### src/rtl/wavetable_oscillator_if.sv
// Bus linking one oscillator voice to its note index ROM, the wavetable RAM and the mixer.
// The slave side is the oscillator; the master side is everything around it.
`timescale 1ns/1ps
interface wavetable_oscillator_if #(
   parameter int T_WIDTH = 8,
   parameter int I_WIDTH = 32,
   parameter int D_WIDTH = 16
);
   logic                      sampleTick;
   logic                      noteOn;
   logic [T_WIDTH-1:0]        tableIdx;
   logic [I_WIDTH-1:0]        tableInterp;
   logic [T_WIDTH-1:0]        waveAddr;
   logic signed [D_WIDTH-1:0] waveData;
   logic signed [D_WIDTH-1:0] sampleOut;
   logic                      sampleValid;
   logic                      busy;
   logic                      overrun;

   modport master (
      output sampleTick, noteOn, tableIdx, tableInterp, waveData,
      input  waveAddr, sampleOut, sampleValid, busy, overrun
   );

   modport slave (
      input  sampleTick, noteOn, tableIdx, tableInterp, waveData,
      output waveAddr, sampleOut, sampleValid, busy, overrun
   );
endinterface

### src/rtl/wavetable_oscillator.sv
// Wavetable oscillator voice: accumulates phase per sample tick, fetches two adjacent
// table entries from a synchronous RAM and emits one linearly interpolated sample.
`timescale 1ns/1ps
module wavetable_oscillator #(
   parameter int T_WIDTH = 8,
   parameter int I_WIDTH = 32,
   parameter int D_WIDTH = 16,
   parameter int F_WIDTH = 16
) (
   input logic Clk,
   input logic Reset_n,
   wavetable_oscillator_if.slave bus
);

   localparam int PW = D_WIDTH + F_WIDTH + 2;

   typedef enum logic [2:0] {IDLE, A1, C0, C1, MUL, OUT} state_t;

   state_t                    state, stateNext;
   logic [T_WIDTH-1:0]        phInt, incInt, waveAddr;
   logic [I_WIDTH-1:0]        phFrac, incFrac;
   logic [F_WIDTH-1:0]        frac;
   logic                      gate;
   logic signed [D_WIDTH-1:0] s0, s1, sampleOut, delta;
   logic [D_WIDTH:0]          diff;
   logic signed [PW-1:0]      prod, diffExt, fracExt;
   logic                      sampleValid, overrun, busy;

   // Both multiplier operands are widened to the full product width so the
   // truncated product equals the exact signed product.
   assign diff    = {s1[D_WIDTH-1], s1} - {s0[D_WIDTH-1], s0};
   assign diffExt = {{(F_WIDTH+1){diff[D_WIDTH]}}, diff};
   assign fracExt = {{(D_WIDTH+2){1'b0}}, frac};
   assign delta   = D_WIDTH'(prod >>> F_WIDTH);

   always_ff @(posedge Clk or negedge Reset_n) begin
      if (!Reset_n) begin
         state <= IDLE;
      end else begin
         state <= stateNext;
      end
   end

   always_comb begin
      stateNext = state;
      busy      = 1'b1;
      case (state)
         IDLE: begin
            busy = 1'b0;
            if (bus.sampleTick) begin
               stateNext = A1;
            end
         end
         A1:      stateNext = C0;
         C0:      stateNext = C1;
         C1:      stateNext = MUL;
         MUL:     stateNext = OUT;
         OUT:     stateNext = IDLE;
         default: stateNext = IDLE;
      endcase
   end

   always_ff @(posedge Clk or negedge Reset_n) begin
      if (!Reset_n) begin
         phInt       <= '0;
         phFrac      <= '0;
         incInt      <= '0;
         incFrac     <= '0;
         frac        <= '0;
         gate        <= 1'b0;
         waveAddr    <= '0;
         s0          <= '0;
         s1          <= '0;
         prod        <= '0;
         sampleOut   <= '0;
         sampleValid <= 1'b0;
      end else begin
         sampleValid <= 1'b0;
         case (state)
            IDLE: begin
               if (bus.sampleTick) begin
                  incInt   <= bus.tableIdx;
                  incFrac  <= bus.tableInterp;
                  gate     <= bus.noteOn;
                  frac     <= phFrac[I_WIDTH-1 -: F_WIDTH];
                  waveAddr <= phInt;
               end else if (!bus.noteOn) begin
                  phInt  <= '0;
                  phFrac <= '0;
               end
            end
            A1:  waveAddr <= phInt + T_WIDTH'(1);
            C0:  s0 <= bus.waveData;
            C1:  s1 <= bus.waveData;
            MUL: prod <= diffExt * fracExt;
            OUT: begin
               sampleValid <= 1'b1;
               if (gate) begin
                  sampleOut       <= s0 + delta;
                  {phInt, phFrac} <= {phInt, phFrac} + {incInt, incFrac};
               end else begin
                  sampleOut <= '0;
                  phInt     <= '0;
                  phFrac    <= '0;
               end
            end
            default: ;
         endcase
      end
   end

   // Sticky: any tick that the FSM cannot accept, including one on the OUT edge.
   always_ff @(posedge Clk or negedge Reset_n) begin
      if (!Reset_n) begin
         overrun <= 1'b0;
      end else if (bus.sampleTick && state != IDLE) begin
         overrun <= 1'b1;
      end
   end

   assign bus.waveAddr    = waveAddr;
   assign bus.sampleOut   = sampleOut;
   assign bus.sampleValid = sampleValid;
   assign bus.busy        = busy;
   assign bus.overrun     = overrun;

endmodule

### src/flat_wrapper.sv
// flat-port wrapper written by rule: the top's interface ports become plain ports
module wavetable_oscillator_flat 
#(
   parameter int T_WIDTH = 8,
   parameter int I_WIDTH = 32,
   parameter int D_WIDTH = 16,
   parameter int F_WIDTH = 16
)
  (Clk, Reset_n, bus_sampleTick, bus_noteOn, bus_tableIdx, bus_tableInterp, bus_waveData, bus_waveAddr, bus_sampleOut, bus_sampleValid, bus_busy, bus_overrun);
  wavetable_oscillator_if #(.T_WIDTH(T_WIDTH), .I_WIDTH(I_WIDTH), .D_WIDTH(D_WIDTH)) bus_i ();
  input logic Clk;
  input logic Reset_n;
  input wire logic [$bits(bus_i.sampleTick)-1:0] bus_sampleTick;
  input wire logic [$bits(bus_i.noteOn)-1:0] bus_noteOn;
  input wire logic [$bits(bus_i.tableIdx)-1:0] bus_tableIdx;
  input wire logic [$bits(bus_i.tableInterp)-1:0] bus_tableInterp;
  input wire logic [$bits(bus_i.waveData)-1:0] bus_waveData;
  output wire logic [$bits(bus_i.waveAddr)-1:0] bus_waveAddr;
  output wire logic [$bits(bus_i.sampleOut)-1:0] bus_sampleOut;
  output wire logic [$bits(bus_i.sampleValid)-1:0] bus_sampleValid;
  output wire logic [$bits(bus_i.busy)-1:0] bus_busy;
  output wire logic [$bits(bus_i.overrun)-1:0] bus_overrun;
  assign bus_i.sampleTick = bus_sampleTick;
  assign bus_i.noteOn = bus_noteOn;
  assign bus_i.tableIdx = bus_tableIdx;
  assign bus_i.tableInterp = bus_tableInterp;
  assign bus_i.waveData = bus_waveData;
  assign bus_waveAddr = bus_i.waveAddr;
  assign bus_sampleOut = bus_i.sampleOut;
  assign bus_sampleValid = bus_i.sampleValid;
  assign bus_busy = bus_i.busy;
  assign bus_overrun = bus_i.overrun;
  wavetable_oscillator #(.T_WIDTH(T_WIDTH), .I_WIDTH(I_WIDTH), .D_WIDTH(D_WIDTH), .F_WIDTH(F_WIDTH)) u_core (.Clk(Clk), .Reset_n(Reset_n), .bus(bus_i));
endmodule
### config.mk
export PLATFORM = sky130hd
export DESIGN_NAME = wavetable_oscillator_flat
export DESIGN_NICKNAME = d
export VERILOG_FILES = /design/src/rtl/wavetable_oscillator_if.sv /design/src/rtl/wavetable_oscillator.sv /design/src/flat_wrapper.sv
export SDC_FILE = /design/constraint.sdc
export NUM_CORES = 1
export LEC_CHECK = 0
export CORE_ASPECT_RATIO = 0.7
export CORE_MARGIN = 1.5
export CORE_UTILIZATION = 45
export CTS_CLUSTER_DIAMETER = 100
export DETAILED_ROUTE_END_ITERATION = 8
export SLEW_MARGIN = 25
export SYNTH_ARGS = -nofsm -noshare
export SYNTH_HDL_FRONTEND = slang
export SYNTH_SLANG_ARGS = --single-unit
### constraint.sdc
create_clock -name Clk -period 25 [get_ports Clk]
set_input_delay 5 -clock Clk [delete_from_list [all_inputs] [get_ports Clk]]
set_output_delay 5 -clock Clk [all_outputs]
set_load 0.03 [all_outputs]
==> metrics, run 1 <==
status finished, final reports clean; wire per inst 17.6 um; GRT Overall Usage 23.3%; Final HPWL DP 37400 um; setup bufs post-CTS 0; HP Class reg -> reg; Non-Filler Instances 2747; post-route cell area 21400 sq um; CTS buffer count 17; CP Max Fanout 16; Final Cycle Share 35.6%; via/cell ratio 5.24; antenna cells 0; share of cells above drive strength 1 4.69%; setup TNS 0 ns; die area 44300 sq um; most numerous cell on the critical path fa_1; Ports 87; post-synth cell types 75; Clk pin slew, worst setup/hold paths 0.08 ns; Post-synth ARST share 100%; Clk Latency, worst-skew pair 0.45 ns; unrepaired setup endpoints after global routing false; critical path class reg -> reg; Slew Viols, Final 0; Max Cap Violations 0; most common cell after layout, fill and taps aside nand2_1; vias after detailed routing 14400; maximum clock frequency 0.112 GHz; dpl cell area 20800 sq um; TritonCTS clock tree built; FP Rows 63; Buf+Inv Stages, Crit Path 5; FF+latch count, synth 174; Mapped Cells 2145; max incr delay on CP 0.55 ns; initial core utilization 45.7%; commonest cells after routing, fill and taps aside nand2_1 (438), inv_1 (345), fa_1 (261); ys flop type dfrtp_1; Worst EP required 25.32 ns; Synth-to-Final Area Change 10.4%; CTS H-Tree Depth 4; Syn. warnings 0; sequential-to-total area share from yosys stat 22.5%; Least-Margin Pin Slew 1.03 ns; first drt pass iteration count 7; Critical-path top delay cell fa_1; CTS Root Cell clkbuf_16; Tmin final 8.91 ns; Die W 251 um; gpl congestion 0.858; Routed Antenna Nets 0; slew margin rel. 31.2%; First DRT Iteration DRCs 892; I/O Buffers 86; crit-path leading delay family adder cells; die height 177 um; Clock Skew 0.0174 ns; CP Launch Type register; Finish-stage setup viols 0; post_cts resized 0; CP arrival 9.23 ns; placed cells 2714; Final #Nets 2658; core box area 42400 sq um; average cell area after synthesis 9.03 sq um; routed wire length 48300 um; CTS Hold Buffers Added 0; clk buf depth 2; CTS Sinks 174; pin count of the biggest net entering global routing 101; Overflow after GRT 0; vias in the first global route 15000; initial antenna violation count 0; Net Count, Synth 2621; Hold Vio Cnt, Final 0; CP endpoint kind register; DRC 0; global-route wire length before repair 80600 um; Cell Area, Synth 19400 sq um; EDFF count, synth 0
## synthesized netlist by cell type, drive strengths merged, types with 6 or more instances
master,count,area [sq um]
fa,261,5230
a211oi,9,72.6
o21ai,111,556
and2,102,641
a21o,27,205
nand2b,12,75.1
and3,8,51.3
clkbuf,77,299
a31oi,11,68.8
nor2,45,171
nand3,11,55.1
ha,155,1940
o21a,9,67.6
nor3,13,70.1
xor2,44,385
dfrtp,174,4350
o21bai,17,128
a2111oi,6,77.6
a21oi,72,364
nand2,441,1660
nor2b,27,169
buf,7,28.8
or2,6,37.5
o31ai,8,65.1
nand4,8,50.1
a22o,8,70.1
xnor2,64,561
mux2,17,191
inv,345,1290
## sequential cells by signal, summed over array words and instances (netlist names), 16 cells and up
register / count
u_core.prod: 16
u_core.incFrac: 32
u_core.s0: 16
u_core.phFrac: 32
u_core.s1: 16
u_core.bus.sampleOut: 16
u_core.frac: 16
## metal layers
layer	track usage [%]	share of wire [%]
met2	34.4	42
met5	0	0
met3	4.87	6.0
met1	35.8	51
met4	3.14	0.86
## logic make-up after synthesis
kind of cell | share of synthesized area (%)
buffers and inverters | 8.44
xor gates and xnor gates | 5.00
AOI/OAI and AO/OA | 9.89
muxes | 1.04
and+or+nand+nor | 16.2
adders and majority gates | 37.0
DFF | 22.5
## worst paths after layout
check	from	endpoint	slack, ns	depth (start not counted)
worst max-delay path	u_core.s0[1]$_DFFE_PN0P_	u_core.prod[31]$_DFFE_PN0N_	16.09	33
worst min-delay path	u_core.bus.overrun$_DFFE_PN0P_	u_core.bus.overrun$_DFFE_PN0P_	0.47	1
worst max register to register	u_core.s0[1]$_DFFE_PN0P_	u_core.prod[31]$_DFFE_PN0N_	16.09	33
worst min register to register	u_core.bus.overrun$_DFFE_PN0P_	u_core.bus.overrun$_DFFE_PN0P_	0.47	1
max in group asynchronous	Reset_n	u_core.incFrac[27]$_DFFE_PN0P_	19.10	3
min in group asynchronous	Reset_n	u_core.incFrac[10]$_DFFE_PN0P_	4.50	1
## per-stage QoR
stage               setup WS, ns  util (%)  hold slack (ns)
global placement           16.46      49.0            0.438
CTS                        16.15      50.4            0.469
global route               15.50      50.4            0.473
finish                     16.09      50.4            0.465
floorplan                  17.15         -            0.452
detailed placement         16.23      49.0            0.452
## final cells by class
type	count	area, sq um
Inverter	345	1290
Multi-Input combinational cell	1541	13400
Clock buffer	17	425
Fill cell	4010	21000
Sequential cell	174	4350
Timing Repair Buffer	103	1010
Tap cell	552	691
Clock inverter	15	164
Power of run 1 is not shown: default switching activity piles up to over one toggle a cycle in this logic, so the estimate is an artifact.
==> run 2: changes to the inputs <==
==> constraint.sdc (replaced) <==
create_clock -name Clk -period 9.2 [get_ports Clk]
set_input_delay 1.84 -clock Clk [delete_from_list [all_inputs] [get_ports Clk]]
set_output_delay 1.84 -clock Clk [all_outputs]
set_load 0.03 [all_outputs]
==> run 2 against run 1 <==
Effect of this change:
- first-iteration DRC count is 11% higher
- wire length is 1.1% higher
- final area is 0.29% higher
- setup slack worse by 16 ns
- clock skew is 0.0018 ns higher
- fmax is 3.0% higher
- via count is 0.13% higher
- cell count is 0.25% higher
- sequential cell count stayed put
- register-to-register slack worse by 16 ns
==> metrics, run 2 (same netlist as run 1, synthesis figures left out) <==
Worst EP required 9.59 ns (-15.73 ns); core box area 42400 sq um (unchanged); initial core utilization 45.7% (unchanged); CTS Sinks 174 (unchanged); status finished, final reports clean; commonest cells after routing, fill and taps aside nand2_1 (438), inv_1 (345), fa_1 (261); Final #Nets 2665 (+0.26%); initial antenna violation count 0 (unchanged); Hold Vio Cnt, Final 0 (unchanged); CTS H-Tree Depth 4 (unchanged); setup TNS 0 ns (unchanged); Clk Latency, worst-skew pair 0.46 ns (about the same); most common cell after layout, fill and taps aside nand2_1; Routed Antenna Nets 0 (unchanged); slew margin rel. 32.0% (+0.81 points); antenna cells 0 (unchanged); die area 44300 sq um (unchanged); crit-path leading delay family adder cells; Overflow after GRT 0 (unchanged); Slew Viols, Final 0 (unchanged); vias in the first global route 15000 (-0.29%); max incr delay on CP 0.57 ns (+0.02 ns); biggest regs u_core.incFrac: 32 flops, u_core.phFrac: 32 flops; global-route wire length before repair 80500 um (-0.16%); CTS Root Cell clkbuf_16; worst slack, placed 0.0857 ns (-16.14 ns); CTS Hold Buffers Added 0 (unchanged); First DRT Iteration DRCs 989 (+11%); Synth-to-Final Area Change 10.8%; Critical-path top delay cell fa_1; critical path class reg -> reg; Tmin final 8.65 ns (-0.259 ns); CP endpoint kind register; unrepaired setup endpoints after global routing false; wire per inst 17.7 um (+0.85%); CP Max Fanout 16 (unchanged); Levels on crit path 32 (-3.0%); Buf+Inv Stages, Crit Path 4 (-1); most numerous cell on the critical path fa_1; share of cells above drive strength 1 5.13% (+0.44 points); vias after detailed routing 14400 (+0.13%); routed wire length 48800 um (+1.1%); pin count of the biggest net entering global routing 102 (+0.99%); CP arrival 9.04 ns (-0.19 ns); Ports 87 (unchanged); Max Cap Violations 0 (unchanged); gpl congestion 0.885 (+3.1%); CP Launch Type register; Hold Path Depth 1 (unchanged); CTS buffer count 17 (unchanged); Clock Skew 0.0191 ns (+0.00176 ns); DRC 0 (unchanged); Final HPWL DP 37900 um (+1.4%); TritonCTS clock tree built; Least-Margin Pin Slew 1.02 ns (-0.0122 ns); Final Cycle Share 94.0% (+58 points); GRT Overall Usage 23.3% (about the same); I/O Buffers 86 (unchanged); Die W 251 um (unchanged); clk buf depth 2 (unchanged); FP Rows 63 (unchanged); Clk pin slew, worst setup/hold paths 0.08 ns (about the same); via/cell ratio 5.23 (-0.12%); Final WS setup 0.552 ns (-15.54 ns); worst reg2reg path depth 32 (-3.0%); maximum clock frequency 0.116 GHz (+3.0%); die height 177 um (unchanged); first drt pass iteration count 6 (-1); HP Class reg -> reg; Finish-stage setup viols 0 (unchanged)
## run 2: cell count changes in the layout (fill, tap and decap cells not counted), sizes merged
| cell | delta |
|---|---|
| buf | +6 |
| bufinv | +1 |
| clkbuf | +1 |
| clkinv | -4 |
| clkinvlp | +3 |
## run 2: worst paths after layout
check                                                 end                            from  slack, ns
min reg2reg                u_core.bus.overrun$_DFFE_PN0P_  u_core.bus.overrun$_DFFE_PN0P_       0.46
max reg2reg                   u_core.prod[31]$_DFFE_PN0N_        u_core.s0[0]$_DFFE_PN0P_       0.55
max in group asynchronous  u_core.incFrac[22]$_DFFE_PN0P_                         Reset_n       6.48
min                        u_core.bus.overrun$_DFFE_PN0P_  u_core.bus.overrun$_DFFE_PN0P_       0.46
max                           u_core.prod[31]$_DFFE_PN0N_        u_core.s0[0]$_DFFE_PN0P_       0.55
min in group asynchronous   u_core.incFrac[7]$_DFFE_PN0P_                         Reset_n       1.48
## run 2: area by class of cell
class,instances,area (sq um)
Timing Repair Buffer,110,1050
Inverter,345,1290
Tap cell,552,691
Clock buffer,17,425
Sequential cell,174,4350
Multi-Input combinational cell,1541,13500
Fill cell,3974,21000
Clock inverter,15,169
## run 2: layer usage
metal,wire length [um],vias up,GRT usage [%],share of wire [%]
li1,-,6787,-,-
met1,24400,7230,35.2,50
met2,20800,334,34.5,43
met3,2750,49,4.42,5.6
met4,806,0,5.17,1.7
met5,0,-,0,0
## run 2: through the flow
stage                     cells  hold slack, ns  cell area, sq um  util [%]
final                      2754           0.456             21400      50.6
after global routing       2754           0.489             21400      50.6
after CTS                  2749           0.461             21300      50.3
after detailed placement   2717           0.445             20700      48.9
after global placement     2717           0.439             20700      48.9
after floorplan            2145           0.452             19400         -
## run 2: timing repair
| item | CTS | global route |
|---|---|---|
| setup buffers | 0 | 5 |
| setup endpoints to repair | 0 | 8 |
| gates resized for setup | 0 | 12 |
Power of run 2 is left out for the same reason.
